<file path="config.mk">
export PLATFORM = sky130hd
export DESIGN_NAME = radius_stepper
export DESIGN_NICKNAME = d
export VERILOG_FILES = /design/src/rtl/radius_stepper_pkg.sv /design/src/rtl/sat_addsub.sv /design/src/rtl/radius_stepper.sv
export SDC_FILE = /design/constraint.sdc
export NUM_CORES = 1
export LEC_CHECK = 0
export BUFFER_PORTS_ARGS = -buffer_cell sky130_fd_sc_hd__buf_2
export CORE_MARGIN = 2
export CORE_UTILIZATION = 62
export DETAILED_ROUTE_END_ITERATION = 16
export PLACE_DENSITY = 0.81
export SKIP_LAST_GASP = 1
export SYNTH_ARGS = -nofsm -noshare
export SYNTH_HDL_FRONTEND = slang
export SYNTH_HIERARCHICAL = 1
export SYNTH_SLANG_ARGS = --single-unit
export TNS_END_PERCENT = 5
</file>
<file path="constraint.sdc">
create_clock -name clk -period 6.07 [get_ports clk]
set_clock_uncertainty 0.1 [all_clocks]
set_input_delay 0.3035 -clock clk [delete_from_list [all_inputs] [get_ports clk]]
set_output_delay 0.3035 -clock clk [all_outputs]
set_load 0.02 [all_outputs]
</file>
<file path="src/rtl/radius_stepper_pkg.sv">
// radius_stepper_pkg
//    Shared types for the press-and-hold parameter stepper.
//    state_t : hold-tracking FSM states
//       ST_IDLE   - waiting for a fresh single-button press
//       ST_DELAY  - first step taken, waiting out the hold delay
//       ST_REPEAT - slow auto-repeat, counting repeat steps
//       ST_FAST   - accelerated auto-repeat with the large step
package radius_stepper_pkg;

   typedef enum logic [1:0] {
      ST_IDLE   = 2'd0,
      ST_DELAY  = 2'd1,
      ST_REPEAT = 2'd2,
      ST_FAST   = 2'd3
   } state_t;

endpackage

</file>
<file path="src/rtl/sat_addsub.sv">
// sat_addsub
//    Combinational saturating add/subtract of a step onto a value, clamped
//    to the range [min_val, max_val]. The arithmetic is done one bit wider
//    than WIDTH, so the result never wraps.
//
//    Ports:
//       value   in  WIDTH  current value
//       step    in  WIDTH  step magnitude
//       up      in  1      1 = add step, 0 = subtract step
//       min_val in  WIDTH  lower clamp
//       max_val in  WIDTH  upper clamp
//       result  out WIDTH  clamped next value
module sat_addsub #(
   parameter int unsigned WIDTH = 5
) (
   input  logic [WIDTH-1:0] value,
   input  logic [WIDTH-1:0] step,
   input  logic             up,
   input  logic [WIDTH-1:0] min_val,
   input  logic [WIDTH-1:0] max_val,
   output logic [WIDTH-1:0] result
);

   logic [WIDTH:0] sum;
   logic [WIDTH:0] min_plus_step;

   // Going down, compare value against min+step rather than computing
   // value-step, so that an underflow can never be mistaken for a large value.
   always_comb begin
      sum           = {1'b0, value} + {1'b0, step};
      min_plus_step = {1'b0, min_val} + {1'b0, step};
      result        = value;
      if (up) begin
         if (sum > {1'b0, max_val}) begin
            result = max_val;
         end else begin
            result = sum[WIDTH-1:0];
         end
      end else begin
         if ({1'b0, value} < min_plus_step) begin
            result = min_val;
         end else begin
            result = value - step;
         end
      end
   end

endmodule

</file>
<file path="src/rtl/radius_stepper.sv">
// radius_stepper
//    Saturating up/down parameter register driven by two held buttons. It
//    auto-repeats while a button is held and accelerates to FAST_STEP after
//    FAST_AFTER slow repeats. It also has a load-default pulse and status flags.
//
//    Ports:
//       clk         in  1      system clock, rising edge
//       rst         in  1      asynchronous active-high reset
//       increase    in  1      debounced increase button (level)
//       decrease    in  1      debounced decrease button (level)
//       set_default in  1      single-cycle pulse, load INIT
//       value       out WIDTH  current parameter value (registered)
//       at_min      out 1      value == MIN (registered)
//       at_max      out 1      value == MAX (registered)
//       changed     out 1      pulse, value changed on this edge
module radius_stepper
   import radius_stepper_pkg::*;
#(
   parameter int unsigned WIDTH         = 5,
   parameter int unsigned MIN           = 1,
   parameter int unsigned MAX           = 10,
   parameter int unsigned INIT          = 4,
   parameter int unsigned HOLD_DELAY    = 4,
   parameter int unsigned REPEAT_PERIOD = 2,
   parameter int unsigned FAST_AFTER    = 3,
   parameter int unsigned FAST_STEP     = 3
) (
   input  logic             clk,
   input  logic             rst,
   input  logic             increase,
   input  logic             decrease,
   input  logic             set_default,
   output logic [WIDTH-1:0] value,
   output logic             at_min,
   output logic             at_max,
   output logic             changed
);

   // One shared timer serves both the hold delay and the repeat period, so
   // it is sized for whichever of the two is longer.
   localparam int unsigned TMAX = (HOLD_DELAY > REPEAT_PERIOD) ? HOLD_DELAY : REPEAT_PERIOD;
   localparam int unsigned TW   = (TMAX > 1) ? $clog2(TMAX) : 1;
   localparam int unsigned RW   = (FAST_AFTER > 0) ? $clog2(FAST_AFTER + 1) : 1;

   localparam logic [TW-1:0]    HOLD_LAST   = TW'(HOLD_DELAY - 1);
   localparam logic [TW-1:0]    REP_LAST    = TW'(REPEAT_PERIOD - 1);
   localparam logic [RW-1:0]    FAST_COUNT  = RW'(FAST_AFTER);
   localparam logic [WIDTH-1:0] MIN_V       = WIDTH'(MIN);
   localparam logic [WIDTH-1:0] MAX_V       = WIDTH'(MAX);
   localparam logic [WIDTH-1:0] INIT_V      = WIDTH'(INIT);
   localparam logic [WIDTH-1:0] FAST_V      = WIDTH'(FAST_STEP);
   localparam logic             AT_MIN_INIT = (INIT == MIN);
   localparam logic             AT_MAX_INIT = (INIT == MAX);

   state_t           state_q, state_d;
   logic [TW-1:0]    timer_q, timer_d;
   logic [RW-1:0]    rep_q, rep_d;
   logic             dir_q, dir_d;
   logic [1:0]       prev_btn_q, prev_btn_d;
   logic [WIDTH-1:0] value_q, value_d;
   logic             at_min_q, at_min_d;
   logic             at_max_q, at_max_d;
   logic             changed_q, changed_d;

   logic             new_press;
   logic             hold_ok;
   logic             do_step;
   logic             fast_step;
   logic             step_up;
   logic [WIDTH-1:0] step_size;
   logic [WIDTH-1:0] sat_value;

   sat_addsub #(
      .WIDTH(WIDTH)
   ) u_sat (
      .value  (value_q),
      .step   (step_size),
      .up     (step_up),
      .min_val(MIN_V),
      .max_val(MAX_V),
      .result (sat_value)
   );

   // Next-state logic for the hold FSM. A fresh press needs the previous
   // button sample to be fully released. Any deviation from the latched
   // direction (release, both pressed, reversal) drops back to idle
   // without a step. set_default overrides everything on the same edge.
   always_comb begin
      prev_btn_d = {increase, decrease};
      new_press  = (increase ^ decrease) && (prev_btn_q == 2'b00);
      hold_ok    = dir_q ? (prev_btn_d == 2'b10) : (prev_btn_d == 2'b01);

      state_d    = state_q;
      timer_d    = timer_q;
      rep_d      = rep_q;
      dir_d      = dir_q;
      do_step    = 1'b0;
      fast_step  = 1'b0;
      step_up    = dir_q;

      case (state_q)
         ST_IDLE: begin
            if (new_press) begin
               dir_d   = increase;
               step_up = increase;
               do_step = 1'b1;
               timer_d = '0;
               state_d = ST_DELAY;
            end
         end
         ST_DELAY: begin
            if (!hold_ok) begin
               state_d = ST_IDLE;
               timer_d = '0;
               rep_d   = '0;
            end else if (timer_q == HOLD_LAST) begin
               do_step = 1'b1;
               timer_d = '0;
               rep_d   = '0;
               state_d = ST_REPEAT;
            end else begin
               timer_d = timer_q + 1'b1;
            end
         end
         ST_REPEAT: begin
            if (!hold_ok) begin
               state_d = ST_IDLE;
               timer_d = '0;
               rep_d   = '0;
            end else if (timer_q == REP_LAST) begin
               do_step = 1'b1;
               timer_d = '0;
               rep_d   = rep_q + 1'b1;
               if (rep_q + 1'b1 == FAST_COUNT) begin
                  state_d = ST_FAST;
               end
            end else begin
               timer_d = timer_q + 1'b1;
            end
         end
         ST_FAST: begin
            if (!hold_ok) begin
               state_d = ST_IDLE;
               timer_d = '0;
               rep_d   = '0;
            end else if (timer_q == REP_LAST) begin
               do_step   = 1'b1;
               fast_step = 1'b1;
               timer_d   = '0;
            end else begin
               timer_d = timer_q + 1'b1;
            end
         end
         default: begin
            state_d = ST_IDLE;
            timer_d = '0;
            rep_d   = '0;
         end
      endcase

      if (set_default) begin
         state_d = ST_IDLE;
         timer_d = '0;
         rep_d   = '0;
      end

      step_size = fast_step ? FAST_V : WIDTH'(1);

      if (set_default) begin
         value_d = INIT_V;
      end else if (do_step) begin
         value_d = sat_value;
      end else begin
         value_d = value_q;
      end

      changed_d = (value_d != value_q);
      at_min_d  = (value_d == MIN_V);
      at_max_d  = (value_d == MAX_V);
   end

   // State registers. The flags are registered alongside value, so they
   // always describe the value currently on the output.
   always_ff @(posedge clk or posedge rst) begin
      if (rst) begin
         state_q    <= ST_IDLE;
         timer_q    <= '0;
         rep_q      <= '0;
         dir_q      <= 1'b0;
         prev_btn_q <= 2'b00;
         value_q    <= INIT_V;
         at_min_q   <= AT_MIN_INIT;
         at_max_q   <= AT_MAX_INIT;
         changed_q  <= 1'b0;
      end else begin
         state_q    <= state_d;
         timer_q    <= timer_d;
         rep_q      <= rep_d;
         dir_q      <= dir_d;
         prev_btn_q <= prev_btn_d;
         value_q    <= value_d;
         at_min_q   <= at_min_d;
         at_max_q   <= at_max_d;
         changed_q  <= changed_d;
      end
   end

   assign value   = value_q;
   assign at_min  = at_min_q;
   assign at_max  = at_max_q;
   assign changed = changed_q;

endmodule

</file>
==> impl_metrics.py <==
metrics = {
    "status": {
        "outcome": "completed",
    },
    "drt": {
        "drt_wl_total_um": 4300,
        "drt_first_pass_iters": 4,
        "avgViaCountPerCell": 5.75,
        "antenna_left": 0,
        "drcViolationCount": 0,
        "drtIter0Drc": 97,
        "wl_per_cell_um": 13.4,
        "vias": 1846,
    },
    "yosys": {
        "synth_area_per_cell_um2": 8.63,
        "ys.flop_type": "dfrtp_1",
        "synth_top_family_by_area": "simple AND/OR/NAND/NOR gates",
        "synth_area_leaders": "dfrtp_1, ha_1, a21oi_1",
        "synthArstFlopShare_pct": 100,
        "synthCells": 240,
        "synth_mux_area_share_pct": 2.66,
        "synthSimpleGateAreaFrac_pct": 24.7,
        "synth_compound_area_share_pct": 23.6,
        "yosys.area.top_type": "dfrtp_1",
        "ys_seq_elements": 17,
        "synth-xor-area-share_pct": 3.38,
        "ys_warn_count": 6,
        "synthAdderAreaFrac_pct": 19.2,
        "synth_cell_type_count": 64,
        "seq_area_frac_synth_pct": 20.6,
        "synth.cell_area_um2": 2070,
        "synth_edf_count": 0,
        "synth_top_area_share_pct": 19.3,
    },
    "placement": {
        "port_buffers": 12,
        "dpl-instance-area_um2": 2260,
        "hpwlAfterDp_um": 3380,
        "routabilityCongestion": 0.857,
        "dpl.cell_count": 316,
    },
    "timing": {
        "drv_slew": 0,
        "finalCriticalPeriod_ps": 4780,
        "worst_pin_slew_ps": 796,
        "setup-violations-final": 0,
        "max-slew-margin-rel_pct": 46.5,
        "hold_viol": 0,
        "rsz0062_at_grt": "no",
        "fin_setup_tns_ps": 0,
        "whs_ps": 73.6,
        "finalCritPeriodShare_pct": 78.8,
        "max_freq_ghz": 0.209,
    },
    "die": {
        "fp-row-count": 20,
        "io_pins": 13,
        "die_w_um": 61.8,
        "start_util_pct": 66.7,
        "coreArea_um2": 3100,
        "die_area_um2": 3820,
        "die_h_um": 61.8,
    },
    "worst_setup_path": {
        "start_kind": "flop",
        "critPathKind": "reg -> reg",
        "crit_path_end_kind": "flop",
        "critical_path_arrival_ps": 4840,
        "path_max_fanout": 8,
        "required_ps": 6130,
        "reg2reg_setup_slack_ps": 1290,
    },
    "clock_network": {
        "clock-sinks": 17,
        "path_clk_slew_ps": 90,
        "post_cts_buffers": 0,
        "htreeDepth": 1,
        "insertion_delay_ps": 290,
        "tritoncts": "built",
        "ctsLongestPathBuffers": 2,
        "root_buffer": "clkbuf_4",
        "cts_buffers": 3,
    },
    "layout": {
        "layout.cells.non_filler": 321,
        "nets": 313,
        "regArea_um2": 427,
        "fill_cells": 282,
        "multi_input_area_um2": 1630,
        "finalInstanceArea_um2": 2300,
        "num_antenna_cells": 0,
        "area_delta_synth_final_pct": 11.1,
        "final_cell_mix": "conb_1, ha_1, inv_1, a21oi_1",
        "mostFrequentLayoutCell": "conb_1",
        "drive_above_1_share_pct": 10.1,
    },
    "grt": {
        "grt_usage_pct": 25.5,
        "grt_pass1_wl_um": 7340,
        "antenna_found_initial": 0,
        "grt_pass1_vias": 1632,
        "grt_remaining_overflow": 0,
        "grt_max_degree": 23,
    },
    "job": {
        "maxCapViolCount": 0,
    },
    "pwr": {
        "p_leak_nw": 1.07,
        "powerDensity_nw_per_um2": 173,
        "peakVddDrop_uv": 92.5,
    },
    "worst_hold_path": {
        "hp-class": "in -> reg",
    },
}
-- cells by family (layout without fill, tap and decap cells) --
kind of cell,count (synthesis),after routing
compound gates,65,65
mux,5,5
simple gates,83,83
other cells,2,29
buf+inv,30,40
flops,17,17
fa+ha+maj,30,30
xor+xnor,8,8
-- cell type report --
type                    count  share of cell area [%]
repair buffers             14                    3.37
multi-input cells         220                    70.9
flip-flops and latches     17                    18.6
inverters                  22                    3.59
well taps                  44                    2.39
clock buffers               4                    1.14
-- synth_stat cells (3+ instances only) --
library cell and instances:
ha_1 27, or3b_1 3, nand2_1 7, nor2_1 16
a211oi_1 4, nand4_1 4, o21ai_0 14, nor4_1 5
nor4b_1 3, a21oi_1 17, xor2_1 6, inv_1 21
nand2b_1 8, nor4bb_1 3, fa_1 3, nor3_1 4
mux2_1 3, a311oi_1 3, dfrtp_1 16, clkbuf_1 7
nand3_1 9, nor2b_1 4
-- registers in the layout (all words and copies together) (netlist names) --
name	flops
prev_btn_q	2
state_q	2
changed	1
at_max	1
timer_q	2
at_min	1
value	5
rep_q	2
dir_q	1
-- critical path: stages (launching register included) --
cell and delay, ps:
dfrtp_1 420, nor3b_4 260, nor2_1 170, nor3b_1 250, buf_4 180, inv_1 80, ha_1 280, nor2_1 70
a221oi_4 310, xor2_1 140, ha_1 300, o21ai_0 80, a21oi_1 80, o221a_2 300, o211a_1 220, nor4_1 670
nor4bb_1 280, a22oi_1 140, a211oi_1 260, a311oi_1 70
-- repair_timing --
action | 4_1_cts | 5_1_grt
hold buffers | 1 | 0
resized for setup | 0 | 0
hold endpoints to repair | 9 | 0
-- stage by stage --
stage	power [mW]	worst slack, ps	utilization (%)
detailed placement	0.334	1250	72.9
global route	0.432	747	74.1
CTS	0.394	1270	74.1
floorplan	0.297	1350	-
global placement	0.332	1380	72.9
finish	0.397	1290	74.1
-- worst paths after layout --
check,startpoint,to,cells after the start
min in group asynchronous,rst,state_q[0],3
worst min register to register,rep_q[1],rep_q[1],1
worst max-delay path,dir_q,changed,19
worst max register to register,dir_q,changed,19
max in group asynchronous,rst,dir_q,3
worst min-delay path,decrease,prev_btn_q[0],1
-- power by group --
part           internal (mW)  total, mW  switching [mW]
combinational         0.0829      0.205           0.122
clock                 0.0255     0.0598          0.0343
sequential             0.121      0.133          0.0122
total                  0.229      0.397           0.168
-- layer usage --
layer	GRT usage [%]	routed length, um	up-vias
li1	-	-	937
met4	7.60	51	0
met1	35.4	2100	867
met2	41.5	2040	36
met3	3.31	106	6
met5	0	0	-
(Power assumes the default switching activity.)
